`config.mk`:
```
export PLATFORM = sky130hd
export DESIGN_NAME = axi_sram_wr_slave_flat
export DESIGN_NICKNAME = d
export VERILOG_FILES = /design/src/rtl/axi_sram_wr_slave_if.sv /design/src/rtl/axi_sram_wr_slave.sv /design/src/flat_wrapper.sv
export SDC_FILE = /design/constraint.sdc
export NUM_CORES = 1
export LEC_CHECK = 0
export BUFFER_PORTS_ARGS = -buffer_cell sky130_fd_sc_hd__buf_2
export CAP_MARGIN = 20
export CORE_UTILIZATION = 35
export DETAILED_ROUTE_END_ITERATION = 6
export PLACE_DENSITY = 0.78
export SLEW_MARGIN = 30
export SYNTH_ARGS = -nofsm -noshare
export SYNTH_HDL_FRONTEND = slang
export SYNTH_SLANG_ARGS = --single-unit
```
`constraint.sdc`:
```
create_clock -name clk -period 1.97 [get_ports clk]
set_input_delay 0.0985 -clock clk [delete_from_list [all_inputs] [get_ports clk]]
set_output_delay 0.0985 -clock clk [all_outputs]
set_load 0.01 [all_outputs]
```
`src/rtl/axi_sram_wr_slave_if.sv`:
```
// AXI write-side bundle (AW, W, B channels) between interconnect and SRAM slave.
// Ports: aw*_i/awready_o, w*_i/wready_o, b*_o/bready_i; suffixes are from the slave's view.
interface axi_sram_wr_slave_if #(
    parameter int ID_BITS   = 8,
    parameter int ADDR_BITS = 32,
    parameter int DATA_BITS = 32
);
    logic [ID_BITS-1:0]     awid_i;
    logic [ADDR_BITS-1:0]   awaddr_i;
    logic [3:0]             awlen_i;
    logic [2:0]             awsize_i;
    logic [1:0]             awburst_i;
    logic                   awvalid_i;
    logic                   awready_o;

    logic [DATA_BITS-1:0]   wdata_i;
    logic [DATA_BITS/8-1:0] wstrb_i;
    logic                   wlast_i;
    logic                   wvalid_i;
    logic                   wready_o;

    logic [ID_BITS-1:0]     bid_o;
    logic [1:0]             bresp_o;
    logic                   bvalid_o;
    logic                   bready_i;

    modport master (
        output awid_i, awaddr_i, awlen_i, awsize_i, awburst_i, awvalid_i,
        input  awready_o,
        output wdata_i, wstrb_i, wlast_i, wvalid_i,
        input  wready_o,
        input  bid_o, bresp_o, bvalid_o,
        output bready_i
    );

    modport slave (
        input  awid_i, awaddr_i, awlen_i, awsize_i, awburst_i, awvalid_i,
        output awready_o,
        input  wdata_i, wstrb_i, wlast_i, wvalid_i,
        output wready_o,
        output bid_o, bresp_o, bvalid_o,
        input  bready_i
    );
endinterface

```
`src/rtl/axi_sram_wr_slave.sv`:
```
// AXI write slave: one AW at a time, each W beat becomes a single-cycle SRAM write.
// Ports: clk, rst (async active-low), bus (AXI AW/W/B slave), sram_cs/we/a/di outputs.
module axi_sram_wr_slave #(
    parameter int ID_BITS   = 8,
    parameter int ADDR_BITS = 32,
    parameter int DATA_BITS = 32,
    parameter int MEM_AW    = 14
) (
    input  logic                    clk,
    input  logic                    rst,
    axi_sram_wr_slave_if.slave      bus,
    output logic                    sram_cs_o,
    output logic [DATA_BITS/8-1:0]  sram_we_o,
    output logic [MEM_AW-1:0]       sram_a_o,
    output logic [DATA_BITS-1:0]    sram_di_o
);
    localparam int SB = DATA_BITS / 8;
    localparam logic [MEM_AW-1:0] A_ONE = MEM_AW'(1);

    typedef enum logic [1:0] {IDLE, WDATA, WRESP} state_t;

    state_t              state_q, state_d;
    logic [ID_BITS-1:0]  id_q, id_d;
    logic [3:0]          len_q, len_d;
    logic [1:0]          burst_q, burst_d;
    logic [MEM_AW-1:0]   addr_q, addr_d;
    logic [3:0]          cnt_q, cnt_d;
    logic                err_q, err_d;
    // Set once beat len+1 is taken; later beats are consumed but not written.
    logic                ovf_q, ovf_d;

    logic unused_addr_hi;
    assign unused_addr_hi = ^bus.awaddr_i[ADDR_BITS-1:MEM_AW+2];

    always_ff @(posedge clk or negedge rst) begin
        if (!rst) begin
            state_q <= IDLE;
            id_q    <= '0;
            len_q   <= '0;
            burst_q <= '0;
            addr_q  <= '0;
            cnt_q   <= '0;
            err_q   <= 1'b0;
            ovf_q   <= 1'b0;
        end else begin
            state_q <= state_d;
            id_q    <= id_d;
            len_q   <= len_d;
            burst_q <= burst_d;
            addr_q  <= addr_d;
            cnt_q   <= cnt_d;
            err_q   <= err_d;
            ovf_q   <= ovf_d;
        end
    end

    always_comb begin
        state_d   = state_q;
        id_d      = id_q;
        len_d     = len_q;
        burst_d   = burst_q;
        addr_d    = addr_q;
        cnt_d     = cnt_q;
        err_d     = err_q;
        ovf_d     = ovf_q;
        sram_cs_o = 1'b0;
        sram_we_o = '0;
        sram_a_o  = addr_q;
        sram_di_o = bus.wdata_i;

        unique case (state_q)
            IDLE: begin
                if (bus.awvalid_i) begin
                    id_d    = bus.awid_i;
                    len_d   = bus.awlen_i;
                    burst_d = bus.awburst_i;
                    addr_d  = bus.awaddr_i[MEM_AW+1:2];
                    cnt_d   = '0;
                    ovf_d   = 1'b0;
                    // Only 32-bit beats, aligned, INCR/FIXED are supported.
                    err_d   = (bus.awsize_i != 3'b010) || bus.awburst_i[1]
                              || (bus.awaddr_i[1:0] != 2'b00);
                    state_d = WDATA;
                end
            end
            WDATA: begin
                if (bus.wvalid_i) begin
                    if (!ovf_q) begin
                        sram_cs_o = 1'b1;
                        sram_we_o = bus.wstrb_i;
                    end else begin
                        err_d = 1'b1;
                    end
                    if (cnt_q == len_q) ovf_d = 1'b1;
                    if (burst_q == 2'b01) addr_d = addr_q + A_ONE;
                    if (cnt_q != 4'hF) cnt_d = cnt_q + 4'd1;
                    if (bus.wlast_i) begin
                        if (cnt_q != len_q) err_d = 1'b1;
                        state_d = WRESP;
                    end
                end
            end
            WRESP: begin
                if (bus.bready_i) state_d = IDLE;
            end
            default: state_d = IDLE;
        endcase
    end

    assign bus.awready_o = (state_q == IDLE);
    assign bus.wready_o  = (state_q == WDATA);
    assign bus.bvalid_o  = (state_q == WRESP);
    assign bus.bid_o     = id_q;
    assign bus.bresp_o   = err_q ? 2'b10 : 2'b00;

    logic [SB-1:0] unused_sb;
    assign unused_sb = '0;
endmodule

```
`src/flat_wrapper.sv`:
```
// flat-port wrapper written by rule: the top's interface ports become plain ports
module axi_sram_wr_slave_flat 
#(
    parameter int ID_BITS   = 8,
    parameter int ADDR_BITS = 32,
    parameter int DATA_BITS = 32,
    parameter int MEM_AW    = 14
)
  (clk, rst, sram_cs_o, sram_we_o, sram_a_o, sram_di_o, bus_awid_i, bus_awaddr_i, bus_awlen_i, bus_awsize_i, bus_awburst_i, bus_awvalid_i, bus_awready_o, bus_wdata_i, bus_wstrb_i, bus_wlast_i, bus_wvalid_i, bus_wready_o, bus_bid_o, bus_bresp_o, bus_bvalid_o, bus_bready_i);
  axi_sram_wr_slave_if #(.ID_BITS(ID_BITS), .ADDR_BITS(ADDR_BITS), .DATA_BITS(DATA_BITS)) bus_i ();
  input  logic clk;
  input  logic rst;
  output logic sram_cs_o;
  output logic [DATA_BITS/8-1:0] sram_we_o;
  output logic [MEM_AW-1:0] sram_a_o;
  output logic [DATA_BITS-1:0] sram_di_o;
  input wire logic [$bits(bus_i.awid_i)-1:0] bus_awid_i;
  input wire logic [$bits(bus_i.awaddr_i)-1:0] bus_awaddr_i;
  input wire logic [$bits(bus_i.awlen_i)-1:0] bus_awlen_i;
  input wire logic [$bits(bus_i.awsize_i)-1:0] bus_awsize_i;
  input wire logic [$bits(bus_i.awburst_i)-1:0] bus_awburst_i;
  input wire logic [$bits(bus_i.awvalid_i)-1:0] bus_awvalid_i;
  output wire logic [$bits(bus_i.awready_o)-1:0] bus_awready_o;
  input wire logic [$bits(bus_i.wdata_i)-1:0] bus_wdata_i;
  input wire logic [$bits(bus_i.wstrb_i)-1:0] bus_wstrb_i;
  input wire logic [$bits(bus_i.wlast_i)-1:0] bus_wlast_i;
  input wire logic [$bits(bus_i.wvalid_i)-1:0] bus_wvalid_i;
  output wire logic [$bits(bus_i.wready_o)-1:0] bus_wready_o;
  output wire logic [$bits(bus_i.bid_o)-1:0] bus_bid_o;
  output wire logic [$bits(bus_i.bresp_o)-1:0] bus_bresp_o;
  output wire logic [$bits(bus_i.bvalid_o)-1:0] bus_bvalid_o;
  input wire logic [$bits(bus_i.bready_i)-1:0] bus_bready_i;
  assign bus_i.awid_i = bus_awid_i;
  assign bus_i.awaddr_i = bus_awaddr_i;
  assign bus_i.awlen_i = bus_awlen_i;
  assign bus_i.awsize_i = bus_awsize_i;
  assign bus_i.awburst_i = bus_awburst_i;
  assign bus_i.awvalid_i = bus_awvalid_i;
  assign bus_awready_o = bus_i.awready_o;
  assign bus_i.wdata_i = bus_wdata_i;
  assign bus_i.wstrb_i = bus_wstrb_i;
  assign bus_i.wlast_i = bus_wlast_i;
  assign bus_i.wvalid_i = bus_wvalid_i;
  assign bus_wready_o = bus_i.wready_o;
  assign bus_bid_o = bus_i.bid_o;
  assign bus_bresp_o = bus_i.bresp_o;
  assign bus_bvalid_o = bus_i.bvalid_o;
  assign bus_i.bready_i = bus_bready_i;
  axi_sram_wr_slave #(.ID_BITS(ID_BITS), .ADDR_BITS(ADDR_BITS), .DATA_BITS(DATA_BITS), .MEM_AW(MEM_AW)) u_core (.clk(clk), .rst(rst), .bus(bus_i), .sram_cs_o(sram_cs_o), .sram_we_o(sram_we_o), .sram_a_o(sram_a_o), .sram_di_o(sram_di_o));
endmodule
```
==> load_flow_metrics.sql <==
INSERT INTO impl_metrics (metric_group, metric, value, unit) VALUES
('place', 'io_buffer_count', '73', ''),
('critical_path', 'crit_path_top_delay_cell', 'dfrtp_1', ''),
('finish', 'synthToLayoutAreaGrowth', '18.32', '%'),
('timing', 'timing.final.hold_violations', '0', ''),
('yosys', 'post_syn_nets', '352', ''),
('cts', 'clock_latency', '290', 'ps'),
('timing', 'max_slew_margin', '45.39', '%'),
('yosys', 'number_of_enable_flip_flop_cells_after_synthesis', '0', ''),
('cts', 'cts.path.max_buffers', '2', ''),
('yosys', 'seq_area_frac_synth', '40.59', '%'),
('cts', 'clk_pin_slew_worst_paths', '70', 'ps'),
('yosys', 'synthCells', '259', ''),
('route', 'postRouteWirelength', '5.115', 'mm'),
('yosys', 'synth_ff_type', 'dfrtp_1', ''),
('yosys', 'synth.area.top_cells', 'dfrtp_1 41%, buf_4 11%, nand2_1 10%', ''),
('floorplan', 'row_count', '28', ''),
('route', 'routed-via-count', '1965', ''),
('timing', 'period_minus_slack', '1793', 'ps'),
('cts', 'cts_htree_levels', '2', ''),
('finish', 'post_route_cells_drive_above_1_share', '30.13', '%'),
('critical_path', 'critical_path_arrival', '1690', 'ps'),
('critical_path', 'cp_slowest_stage_delay', '620', 'ps'),
('timing', 'transition_at_the_pin_with_the_smallest_max_transition_slack', '819.1', 'ps'),
('timing', 'setup-violations-final', '0', ''),
('grt', 'number_of_global_route_vias_before_repair', '1952', ''),
('yosys', 'async_reset_ff_share', '100.0', '%'),
('timing', 'fmaxAchievable', '0.5577', 'GHz'),
('cts', 'tritoncts.num_buffers', '5', ''),
('finish', 'insertedDiodeCount', '0', ''),
('floorplan', 'die_y', '81.64', 'um'),
('power_and_ir_drop', 'power_leakage', '1.277', 'nW'),
('yosys', 'yosys.cell_count.top_type', 'nand2_1', ''),
('yosys', 'total_of_flip_flops_plus_latches_after_synthesis', '36', ''),
('critical_path', 'worstSetupStartpointType', 'register', ''),
('floorplan', 'boundaryPins', '155', ''),
('timing', 'hold_slack', '7.673', 'ps'),
('timing', 'finalCritPeriodShare', '91.01', '%'),
('yosys', 'synthesis.area_per_instance', '8.570', 'um2'),
('yosys', 'synth_top_area_share', '40.59', '%'),
('place', 'detailed_place_hpwl', '3.646', 'mm'),
('grt', 'overflow', '0', ''),
('yosys', 'top_post_synthesis_cells_by_count', '62 x nand2_1, 36 x dfrtp_1, 34 x buf_4, 15 x a21oi_1, 11 x o21ai_0', ''),
('route', 'drt.antenna.violating_nets', '0', ''),
('grt', 'antenna_found_initial', '0', ''),
('grt', 'grt_start_max_net_pins', '37', ''),
('timing', 'summed_negative_setup_slack_over_all_endpoints', '0', 'ps'),
('yosys', 'yosysUniqueCellTypes', '43', ''),
('cts', 'postCtsSetupRepairBufs', '0', ''),
('critical_path', 'cp_cell_sequence', 'nand2b_1 > inv_1 > and3_1 > and2_1 > buf_2', ''),
('status', 'outcome', 'finished clean', ''),
('finish', 'finish.net_count', '404', ''),
('route', 'average_wire_length_per_cell_after_detail_routing', '13.22', 'um'),
('route', 'drtIter0Drc', '111', ''),
('yosys', 'area_leader_netlist', 'dfrtp_1', ''),
('yosys', 'synth_area', '0.002220', 'mm2'),
('timing', 'drv_slew', '0', ''),
('critical_path', 'critical_path_class', 'register to output port', ''),
('power_and_ir_drop', 'power-per-cell-area', '1427', 'mW/mm2'),
('cts', 'cts_root_buf', 'clkbuf_8', ''),
('floorplan', 'design.die.area', '0.006664', 'mm2'),
('critical_path', 'worst_path_maximum_fanout', '13', ''),
('power_and_ir_drop', 'irDropWorstVdd', '0.0007005', 'V'),
('route', 'vias_per_cell', '5.078', ''),
('route', 'firstDrtPassIters', '5', ''),
('critical_path', 'timing.critical_path.to_type', 'output port', ''),
('floorplan', 'initial_core_util', '36.84', '%'),
('grt', 'global_route_wire_length_before_repair', '8.625', 'mm'),
('hold_path', 'hold_crit_class', 'input pin to register', ''),
('cts', 'clock-sinks', '36', ''),
('place', 'gpl.final_weighted_congestion', '0.8412', ''),
('route', 'drc', '0', ''),
('grt', 'global_route.usage.total', '16.71', '%'),
('yosys', 'yosys_warnings', '0', ''),
('cts', 'tritoncts', 'done', ''),
('floorplan', 'die_x', '81.64', 'um'),
('critical_path', 'worst-r2r-setup-slack', '240', 'ps'),
('floorplan', 'floorplan.core_area', '0.006026', 'mm2'),
('flow_run', 'drv.max_cap_violation_count', '0', ''),
('timing', 'final.setup_skew', '4.970', 'ps'),
('timing', 'grt_setup_unrepaired', 'false', ''),
('critical_path', 'worstPathRequired', '1870', 'ps');
state kept, by name (all words and copies together) (netlist names):
name / cells
u_core.bus.bid_o: 8
u_core.err_q: 1
u_core.cnt_q: 4
u_core.sram_a_o: 14
u_core.len_q: 4
u_core.state_q: 2
u_core.ovf_q: 1
u_core.burst_q: 2
metal layers:
metal | track usage (%) | part of all wire (%) | vias to the layer above
li1 | - | - | 959
met3 | 4.333 | 8.8 | 17
met2 | 28.58 | 45 | 85
met5 | 0 | 0 | -
met1 | 19.34 | 44 | 904
met4 | 8.070 | 2.2 | 0
repair_timing:
item / in CTS / in global routing
gates resized for setup: 0 / 0
hold buffers: 12 / 0
hold endpoints to repair: 47 / 0
cell families after synthesis:
group,share of synthesized area (%)
simple gates,23.84
fa+ha+maj,1.127
flops,40.59
compound gates,15.05
xor+xnor,1.578
mux,1.522
other cells,0.1689
buf+inv,16.12
final timing paths:
kind                                          start                   to  depth (start not counted)
worst max register to register   u_core.sram_a_o[0]  u_core.sram_a_o[10]                          5
worst min register to register  u_core.bus.bid_o[6]  u_core.bus.bid_o[6]                          2
worst max-delay path              u_core.state_q[0]         sram_we_o[2]                          5
min in group asynchronous                       rst   u_core.sram_a_o[6]                          2
max in group asynchronous                       rst  u_core.bus.bid_o[1]                          2
worst min-delay path                  bus_awid_i[1]  u_core.bus.bid_o[1]                          3
power breakdown:
part	switching, mW	internal [mW]
combinational	0.952	0.817
sequential	0.364	1.07
clock	0.266	0.284
final cells by class:
class | instances | area, um2
fill | 598 | 3400
multi-input combinational | 170 | 960.9
sequential | 36 | 900.9
timing repair buffer | 93 | 558.0
tap | 75 | 93.84
clock buffer | 7 | 86.33
inverter | 5 | 18.77
clock inverter | 1 | 7.507
critical path: cells and delay by family (launching register included):
kind / cells / cell delay, ps
flip-flops: 1 / 620
buffers and inverters: 2 / 290
AND/OR/NAND/NOR: 3 / 500
placed cells by master, fill, tap and decap left out, types with 2 or more instances in the layout:
cell type	instances
nand2b_1	2
nand3_1	6
and2_1	7
buf_2	73
nand4b_1	2
nor2_1	7
clkbuf_8	6
inv_1	5
mux2i_1	2
xnor2_1	4
nor4_1	2
dlygate4sd3_1	12
a21o_1	2
and4_1	4
dfrtp_1	36
a31oi_1	3
o22ai_1	6
a2bb2oi_1	6
o21ai_0	11
nor3b_1	3
ha_1	2
a21oi_1	15
nand4_1	7
nand2_1	62
buf_4	7
metrics by stage:
step | area, um2 | total power [mW] | cells | util [%] | setup WS [ps]
finish | 2626 | 3.749 | 387 | 43.58 | 177.1
global route | 2626 | 4.094 | 387 | 43.58 | 18.35
floorplan | 2220 | 2.633 | 259 | - | 351.9
CTS | 2626 | 3.773 | 387 | 43.58 | 172.9
global placement | 2412 | 3.131 | 367 | 40.03 | 297.1
detailed placement | 2412 | 3.193 | 367 | 40.03 | 250.4
No activity file was read; power rests on OpenSTA's default activity.
